===== config.mk =====
export PLATFORM = sky130hd
export DESIGN_NAME = matmul_mac_scheduler
export DESIGN_NICKNAME = d
export VERILOG_FILES = /design/src/rtl/matmul_mac_scheduler.sv
export SDC_FILE = /design/constraint.sdc
export NUM_CORES = 1
export LEC_CHECK = 0
export BUFFER_PORTS_ARGS = -buffer_cell sky130_fd_sc_hd__buf_4
export CAP_MARGIN = 0
export CORE_MARGIN = 2
export CORE_UTILIZATION = 35
export DETAILED_ROUTE_END_ITERATION = 7
export HOLD_SLACK_MARGIN = 0.03
export PLACE_DENSITY = 0.51
export SYNTH_ARGS = -nofsm -noshare
export SYNTH_HDL_FRONTEND = slang
export SYNTH_SLANG_ARGS = --single-unit

===== constraint.sdc =====
create_clock -name clk -period 5.9 [get_ports clk]
set_clock_uncertainty 0.05 [all_clocks]
set_input_delay 0.59 -clock clk [delete_from_list [all_inputs] [get_ports clk]]
set_output_delay 0.59 -clock clk [all_outputs]
set_load 0.02 [all_outputs]

===== src/rtl/matmul_mac_scheduler.sv =====
// NxN integer matrix multiply sequenced through one shared external multiplier; C streams out row-major.
// Optional MAC_MUL_REG_EN registers the product before the accumulator (one extra MAC cycle).
module matmul_mac_scheduler #(
  parameter int N          = 2,
  parameter int DATA_WIDTH = 8,
  parameter int ACC_WIDTH  = 16
) (
  input  logic                      clk,
  input  logic                      rst_n,
  input  logic                      inWrEn,
  input  logic                      inWrSel,
  input  logic [2*$clog2(N)-1:0]    inWrAddr,
  input  logic [DATA_WIDTH/2-1:0]   inWrData,
  input  logic                      inStart,
  output logic                      outBusy,
  output logic                      outDone,
  output logic [DATA_WIDTH/2-1:0]   mulA,
  output logic [DATA_WIDTH/2-1:0]   mulB,
  input  logic [DATA_WIDTH-1:0]     mulC,
  output logic                      outValid,
  input  logic                      outReady,
  output logic [ACC_WIDTH-1:0]      outData,
  output logic [2*$clog2(N)-1:0]    outIdx
);
  localparam int OW = DATA_WIDTH / 2;
  localparam int LN = $clog2(N);
  localparam int AW = 2 * LN;
  localparam int CW = 3 * LN;
  localparam int NN = N * N;
  localparam logic [LN-1:0] K_LAST   = '1;
  localparam logic [AW-1:0] IDX_LAST = '1;

  typedef enum logic [1:0] {S_IDLE = 2'd0, S_MAC = 2'd1, S_OUT = 2'd2, S_DONE = 2'd3} state_t;

  logic [OW-1:0]        a_mem [NN];
  logic [OW-1:0]        b_mem [NN];
  state_t               state_q;
  logic [CW-1:0]        cnt_q;
  logic                 iss_end_q;
  logic [LN-1:0]        iss_i, iss_j, iss_k;
  logic                 vld_p0;
  logic [CW-1:0]        tag_p0;
`ifdef MAC_MUL_REG_EN
  logic                 vld_p1;
  logic [CW-1:0]        tag_p1;
  logic [DATA_WIDTH-1:0] prod_p1;
`endif
  logic                 acc_vld;
  logic [CW-1:0]        acc_tag;
  logic [DATA_WIDTH-1:0] acc_prod;
  logic [ACC_WIDTH-1:0] acc_q, acc_base, acc_sum;
  logic [ACC_WIDTH-1:0] c_q [NN];
  logic                 busy_q, done_q, valid_q;
  logic [OW-1:0]        mula_q, mulb_q;
  logic [ACC_WIDTH-1:0] data_q;
  logic [AW-1:0]        idx_q;

  function automatic logic [ACC_WIDTH-1:0] zext(input logic [DATA_WIDTH-1:0] p);
    return ACC_WIDTH'(p);
  endfunction

  // {i,j,k} packed into one counter so k runs fastest, then j, then i
  assign iss_i = cnt_q[CW-1:AW];
  assign iss_j = cnt_q[AW-1:LN];
  assign iss_k = cnt_q[LN-1:0];

  assign outBusy  = busy_q;
  assign outDone  = done_q;
  assign outValid = valid_q;
  assign mulA     = mula_q;
  assign mulB     = mulb_q;
  assign outData  = data_q;
  assign outIdx   = idx_q;

  always_ff @(posedge clk) begin
    if (state_q == S_IDLE && inWrEn) begin
      if (inWrSel) b_mem[inWrAddr] <= inWrData;
      else         a_mem[inWrAddr] <= inWrData;
    end
  end

  always_comb begin
`ifdef MAC_MUL_REG_EN
    acc_vld  = vld_p1;
    acc_tag  = tag_p1;
    acc_prod = prod_p1;
`else
    acc_vld  = vld_p0;
    acc_tag  = tag_p0;
    acc_prod = mulC;
`endif
    acc_base = (acc_tag[LN-1:0] == '0) ? '0 : acc_q;
    acc_sum  = acc_base + zext(acc_prod);
  end

  always_ff @(posedge clk or negedge rst_n) begin
    if (!rst_n) begin
      state_q   <= S_IDLE;
      cnt_q     <= '0;
      iss_end_q <= 1'b0;
      vld_p0    <= 1'b0;
      tag_p0    <= '0;
`ifdef MAC_MUL_REG_EN
      vld_p1    <= 1'b0;
      tag_p1    <= '0;
      prod_p1   <= '0;
`endif
      acc_q     <= '0;
      for (int n = 0; n < NN; n++) c_q[n] <= '0;
      busy_q    <= 1'b0;
      done_q    <= 1'b0;
      valid_q   <= 1'b0;
      mula_q    <= '0;
      mulb_q    <= '0;
      data_q    <= '0;
      idx_q     <= '0;
    end else begin
      mula_q <= '0;
      mulb_q <= '0;
      vld_p0 <= 1'b0;
      done_q <= 1'b0;
`ifdef MAC_MUL_REG_EN
      // product stage: capture mulC one cycle after issue
      vld_p1  <= vld_p0;
      tag_p1  <= tag_p0;
      prod_p1 <= mulC;
`endif
      // accumulate stage
      if (acc_vld) begin
        acc_q <= acc_sum;
        if (acc_tag[LN-1:0] == K_LAST) c_q[acc_tag[CW-1:LN]] <= acc_sum;
      end
      case (state_q)
        S_IDLE: begin
          if (inStart) begin
            state_q   <= S_MAC;
            busy_q    <= 1'b1;
            cnt_q     <= '0;
            iss_end_q <= 1'b0;
          end
        end
        S_MAC: begin
          if (!iss_end_q) begin
            mula_q <= a_mem[{iss_i, iss_k}];
            mulb_q <= b_mem[{iss_k, iss_j}];
            vld_p0 <= 1'b1;
            tag_p0 <= cnt_q;
            cnt_q  <= cnt_q + CW'(1);
            if (&cnt_q) iss_end_q <= 1'b1;
          end
          // the final product's accumulate also writes the last C element
          if (acc_vld && (&acc_tag)) begin
            state_q <= S_OUT;
            valid_q <= 1'b1;
            idx_q   <= '0;
            data_q  <= c_q[0];
          end
        end
        S_OUT: begin
          if (outReady) begin
            if (idx_q == IDX_LAST) begin
              valid_q <= 1'b0;
              state_q <= S_DONE;
              done_q  <= 1'b1;
              busy_q  <= 1'b0;
            end else begin
              idx_q  <= idx_q + AW'(1);
              data_q <= c_q[idx_q + AW'(1)];
            end
          end
        end
        S_DONE:  state_q <= S_IDLE;
        default: state_q <= S_IDLE;
      endcase
    end
  end
endmodule

# == After elaboration in Yosys (flattened, before gate mapping) ==
# Memories as Yosys holds them, arrays and structs flattened.
# Cells that the tools add are included.
# classes
order_cmp,3
multipliers,0
n_reduce_logical,17
n_div,0
eq_ne,10
add_sub_neg,3
mux,48
shift,0
bitwise,3
# ops
cell,n
16-bit 2-to-1 mux,7
64-bit bitwise mux,1
16-bit binary-select mux with 2-bit select,1
16-bit demux with 2-bit select,1
16-bit one-hot mux with 2 select lines,1
1-bit 2-to-1 mux,18
16-bit by 8-bit adder with 16-bit output,1
4-bit 2-to-1 mux,4
4-bit AND reduction,4
2-bit 2-to-1 mux,7
2-bit != test (second input constant),6
3-bit AND reduction,3
2-bit one-hot mux with 4 select lines,1
2-bit equality test (second input constant),3
3-bit >= comparator (second input constant),2
3-bit 2-to-1 mux,2
2-bit inverter with 3-bit output,2
1-bit one-hot mux with 2 select lines,3
3-bit one-hot mux with 2 select lines,1
2-bit AND reduction,3
2-bit nonzero test,3
2-bit one-hot mux with 2 select lines,1
3-bit by 1-bit adder with 3-bit output (second input constant),1
1-bit logical AND,3
5 further kinds,5
# totals
regBits,119
ramBits,32
elab_cells,103
out_inout_bits,29
romBits,0
n_memories,2
latchBits,0
# mem_list
memory,words,width,read_ports,rd_clocked_by_memory_dff,write_ports,line_no,source
a_mem,4,4,1,0,1,35,logic [OW-1:0] a_mem [NN];
b_mem,4,4,1,0,1,36,logic [OW-1:0] b_mem [NN];

# == Logic depth before layout (Yosys ltp) ==
# depth
depth_word,8
mapped_depth,11
ltp_nobuf,9

# == Worst setup path after synthesis ==
# Ideal clock, no wire load.
# synth_path
path_kind,register -> register
startpoint,"register tag_p0[0], in the netlist acc_tag[0]"
endpoint,register c_q[28] in the netlist's numbering
t_arrival_ps,2813
path_buffers,2
stages_incl_launch_ff,12
setup_ps,74
slack_ps,2963
cell_sequence,dfrtp_1 clkbuf_8 clkbuf_1 and2_1 ha_1 fa_1 a21o_1 a221oi_2 o21ai_4 nand4_4 mux2_4 o21ai_2
# synth_via
elab_chain_len,3
# synth_lines
element,line_no,source
from (decl),42,logic [CW-1:0] tag_p0;
from (signal assigned),147,tag_p0 <= cnt_q;
16-bit 2-to-1 mux,92,acc_base = (acc_tag[LN-1:0] == '0) ? '0 : acc_q;
16-bit by 8-bit adder with 16-bit output,93,acc_sum = acc_base + zext(acc_prod);
64-bit bitwise mux,131,if (acc_tag[LN-1:0] == K_LAST) c_q[acc_tag[CW-1:LN]] <= acc_sum;
"to (signal, indexed assignment)",131,
to (decl),52,logic [ACC_WIDTH-1:0] c_q [NN];
# Parallel ways exist; a longest one is shown, timed or not.
# A chain may end at the register's enable or synchronous reset.

# == Worst setup path in the final report ==
# layout_path
startpoint,"register tag_p0[0], in the netlist acc_tag[0]"
endpoint,register c_q[44] in the netlist's numbering
# The elaborated chain is that of the path after synthesis.

==> flow_metrics.env <==
export IMPL_total_power_mw=4.283
export IMPL_gp_congestion=0.8716
export IMPL_portBuffers=48
export IMPL_io_pins=49
export IMPL_drt_first_iter_violations=383
export IMPL_max_freq_ghz=0.2993
export IMPL_cp_max_fo=23
export IMPL_synth_top_cell_area_share=0.4286
export IMPL_path_class="reg -> reg"
export IMPL_synthAdderAreaFrac=0.02989
export IMPL_synthArstFlopShare=0.7881
export IMPL_timing_rr_start="acc_tag[0]"
export IMPL_synth_area_leaders="dfrtp_1, edfxtp_1, o21ai_0, nand2_1, mux2_2"
export IMPL_start_util=0.3570
export IMPL_slew_limit_headroom=0.2717
export IMPL_synth_seq_cells=151
export IMPL_yosysWarnings=0
export IMPL_root_buffer="clkbuf_16"
export IMPL_htree_levels=4
export IMPL_final_cell_area_sq_mm=0.008074
export IMPL_ctsHoldBuffers=0
export IMPL_grt_setup_unrepaired="false"
export IMPL_finalWirelength_um=14970
export IMPL_setup_worst_path_start_class="register"
export IMPL_crit_required_ns=6.17
export IMPL_diodes=0
export IMPL_r2r_end="c_q[44]"
export IMPL_cp_startpoint="acc_tag[0]"
export IMPL_gr_total_overflow=0
export IMPL_min_path_type="in -> async"
export IMPL_synthMuxAreaShare=0.08482
export IMPL_r2r_setup_slack_ns=2.56
export IMPL_grt_pass1_vias=4814
export IMPL_layout_drive_gt1_share=0.1936
export IMPL_post_cts_buffers=0
export IMPL_clkTransAtPathRegs_ns=0.06
export IMPL_vias=4817
export IMPL_viasPerCell=5.033
export IMPL_period_minus_slack_ns=3.341
export IMPL_synth_edf_count=32
export IMPL_dieWidth_um=144.9
export IMPL_grt_first_pass_wirelength_um=24720
export IMPL_grt_max_degree=76
export IMPL_areaGrowthSynthToFinish_pct=16.21
export IMPL_end_kind="register"
export IMPL_synth_net_count=679
export IMPL_dr_pass1_iters=6
export IMPL_final_util=0.4149
export IMPL_r2r_cells=9
export IMPL_grt_usage=0.1546
export IMPL_ant_nets=0
export IMPL_cts_buffer_depth=2
export IMPL_synth_top_family_by_area="compound AO/OA/AOI/OAI gates"
export IMPL_synth_compound_area_frac=0.1466
export IMPL_fin_crit_sh=0.5662
export IMPL_worstMarginPinSlew_ns=1.092
export IMPL_core_sq_mm=0.01946
export IMPL_dp_hpwl_um=9801
export IMPL_die_area_sq_mm=0.02099
export IMPL_setup_viol=0
export IMPL_nFillCells=1864
export IMPL_syn_area_sq_mm=0.006948
export IMPL_yosys_area_top_type="dfrtp_1"
export IMPL_yosysMostFrequentCell="nand2_1"
export IMPL_syn_inst=643
export IMPL_cts_tree="built"
export IMPL_synth_avg_cell_area_sq_um=10.81
export IMPL_cts_resized=0
export IMPL_setup_tns_ns=0
export IMPL_synth_xor_area_share=0.01387
export IMPL_finalHoldViolCount=0
export IMPL_status="finished, final reports clean"
export IMPL_drcViolationCount=0
export IMPL_antenna_found_initial=0
export IMPL_p_leak_nw=3.455
export IMPL_clock_sinks=151
export IMPL_cts_buffers=17
export IMPL_synthFlopType="dfrtp_1"
export IMPL_placed_cell_area_sq_mm=0.007507
export IMPL_fp_dieH_um=144.9
export IMPL_crit_arrival_ns=3.61
export IMPL_post_synth_num_cell_types=55
export IMPL_synthSimpleGateAreaFrac=0.1248
export IMPL_nets=715
export IMPL_num_rows=51
export IMPL_synthTopCellsByCount="nand2_1, dfrtp_1, o21ai_0"
export IMPL_avgRoutedWirePerCell_um=15.64
export IMPL_peakVddDrop_uv=230.5
export IMPL_clock_latency_ns=0.42
export IMPL_ys_seq_area_frac=0.5669
export IMPL_drv_cap=0
export IMPL_power_density_mw_per_mm2=530.5
export IMPL_slew_viol_final=0
[critical path: stages, from the launching register on]
cell and delay [ns]:
dfrtp_1 0.78, clkinv_1 0.43, nor2_1 0.20, ha_1 0.30
a21o_1 0.21, a221oi_2 0.48, o21ai_4 0.17, nand4_4 0.15
mux2_4 0.34, o21ai_2 0.13
[per-layer routing]
layer | global-route usage | wire length, um
met5 | 0 | 0
met4 | 0.05570 | 173
met3 | 0.03192 | 610
met2 | 0.2401 | 7081
met1 | 0.2146 | 7099
[layout make-up]
type / instances / area, sq um / area share
clock inverters: 15 / 141.4 / 0.01751
inverters: 15 / 56.30 / 0.006974
clock buffers: 17 / 425.4 / 0.05269
well taps: 265 / 331.6 / 0.04107
repair buffers: 53 / 397.9 / 0.04928
multi-input cells: 441 / 2783 / 0.3446
flip-flops and latches: 151 / 3939 / 0.4878
[per-stage QoR]
step           instances  worst slack (ns)  hold WS (ns)
2_1_floorplan        643             2.963        0.2444
3_5_place_dp         925             2.570        0.4144
5_1_grt              957             2.262        0.3444
3_3_place_gp         925             2.629        0.4052
6_report             957             2.559        0.2760
4_1_cts              957             2.532        0.3084
[worst max path at each step]
stage	end	slack [ns]	depth (start not counted)
floorplan	c_q[28]	2.96	11
global placement	c_q[44]	2.63	9
detailed placement	c_q[28]	2.57	9
CTS	c_q[28]	2.53	9
global route	c_q[44]	2.26	9
finish	c_q[44]	2.56	9
[cell usage in the layout (no fill, tap or decap), types with 3 or more instances in the layout]
cell and instances:
mux4_2 8, buf_4 53, mux2_2 27, o22ai_1 18
nor2_1 25, clkbuf_16 17, xnor2_1 7, a22oi_1 4
o21ai_0 98, o311ai_0 4, nand2_1 125, nand2b_1 5
nand3_1 11, inv_1 14, and3_1 3, inv_6 6
o21ai_2 5, edfxtp_1 32, a21o_1 4, nor2b_1 3
mux2i_1 9, dfrtp_1 119, nor3_1 3, xor2_1 4
a31oi_1 3, a21oi_1 18, and2_1 12, ha_1 15
clkinvlp_4 3
[sequential cells by signal, indices dropped and copies added, names as in the netlist]
register,count
outIdx,2
acc_vld,1
b_mem,16
outData,16
iss_end_q,1
mulB,4
outValid,1
outDone,1
c_q,64
state_q,2
a_mem,16
acc_q,16
outBusy,1
mulA,4
acc_tag,3
cnt_q,3
[cell families after synthesis]
group | count (synthesis)
buffers and inverters | 51
multiplexers | 45
XOR/XNOR | 11
flip-flops | 151
adder cells (fa/ha/maj) | 16
AO/OA/AOI/OAI | 172
AND/OR/NAND/NOR | 197
[power by group]
part | internal (mW) | leakage [nW] | switching [mW]
combinational | 0.645 | 1.52 | 0.909
clock | 0.590 | 0.265 | 0.455
sequential | 1.43 | 1.67 | 0.255
Note: power is estimated with default switching activity, not from simulation.
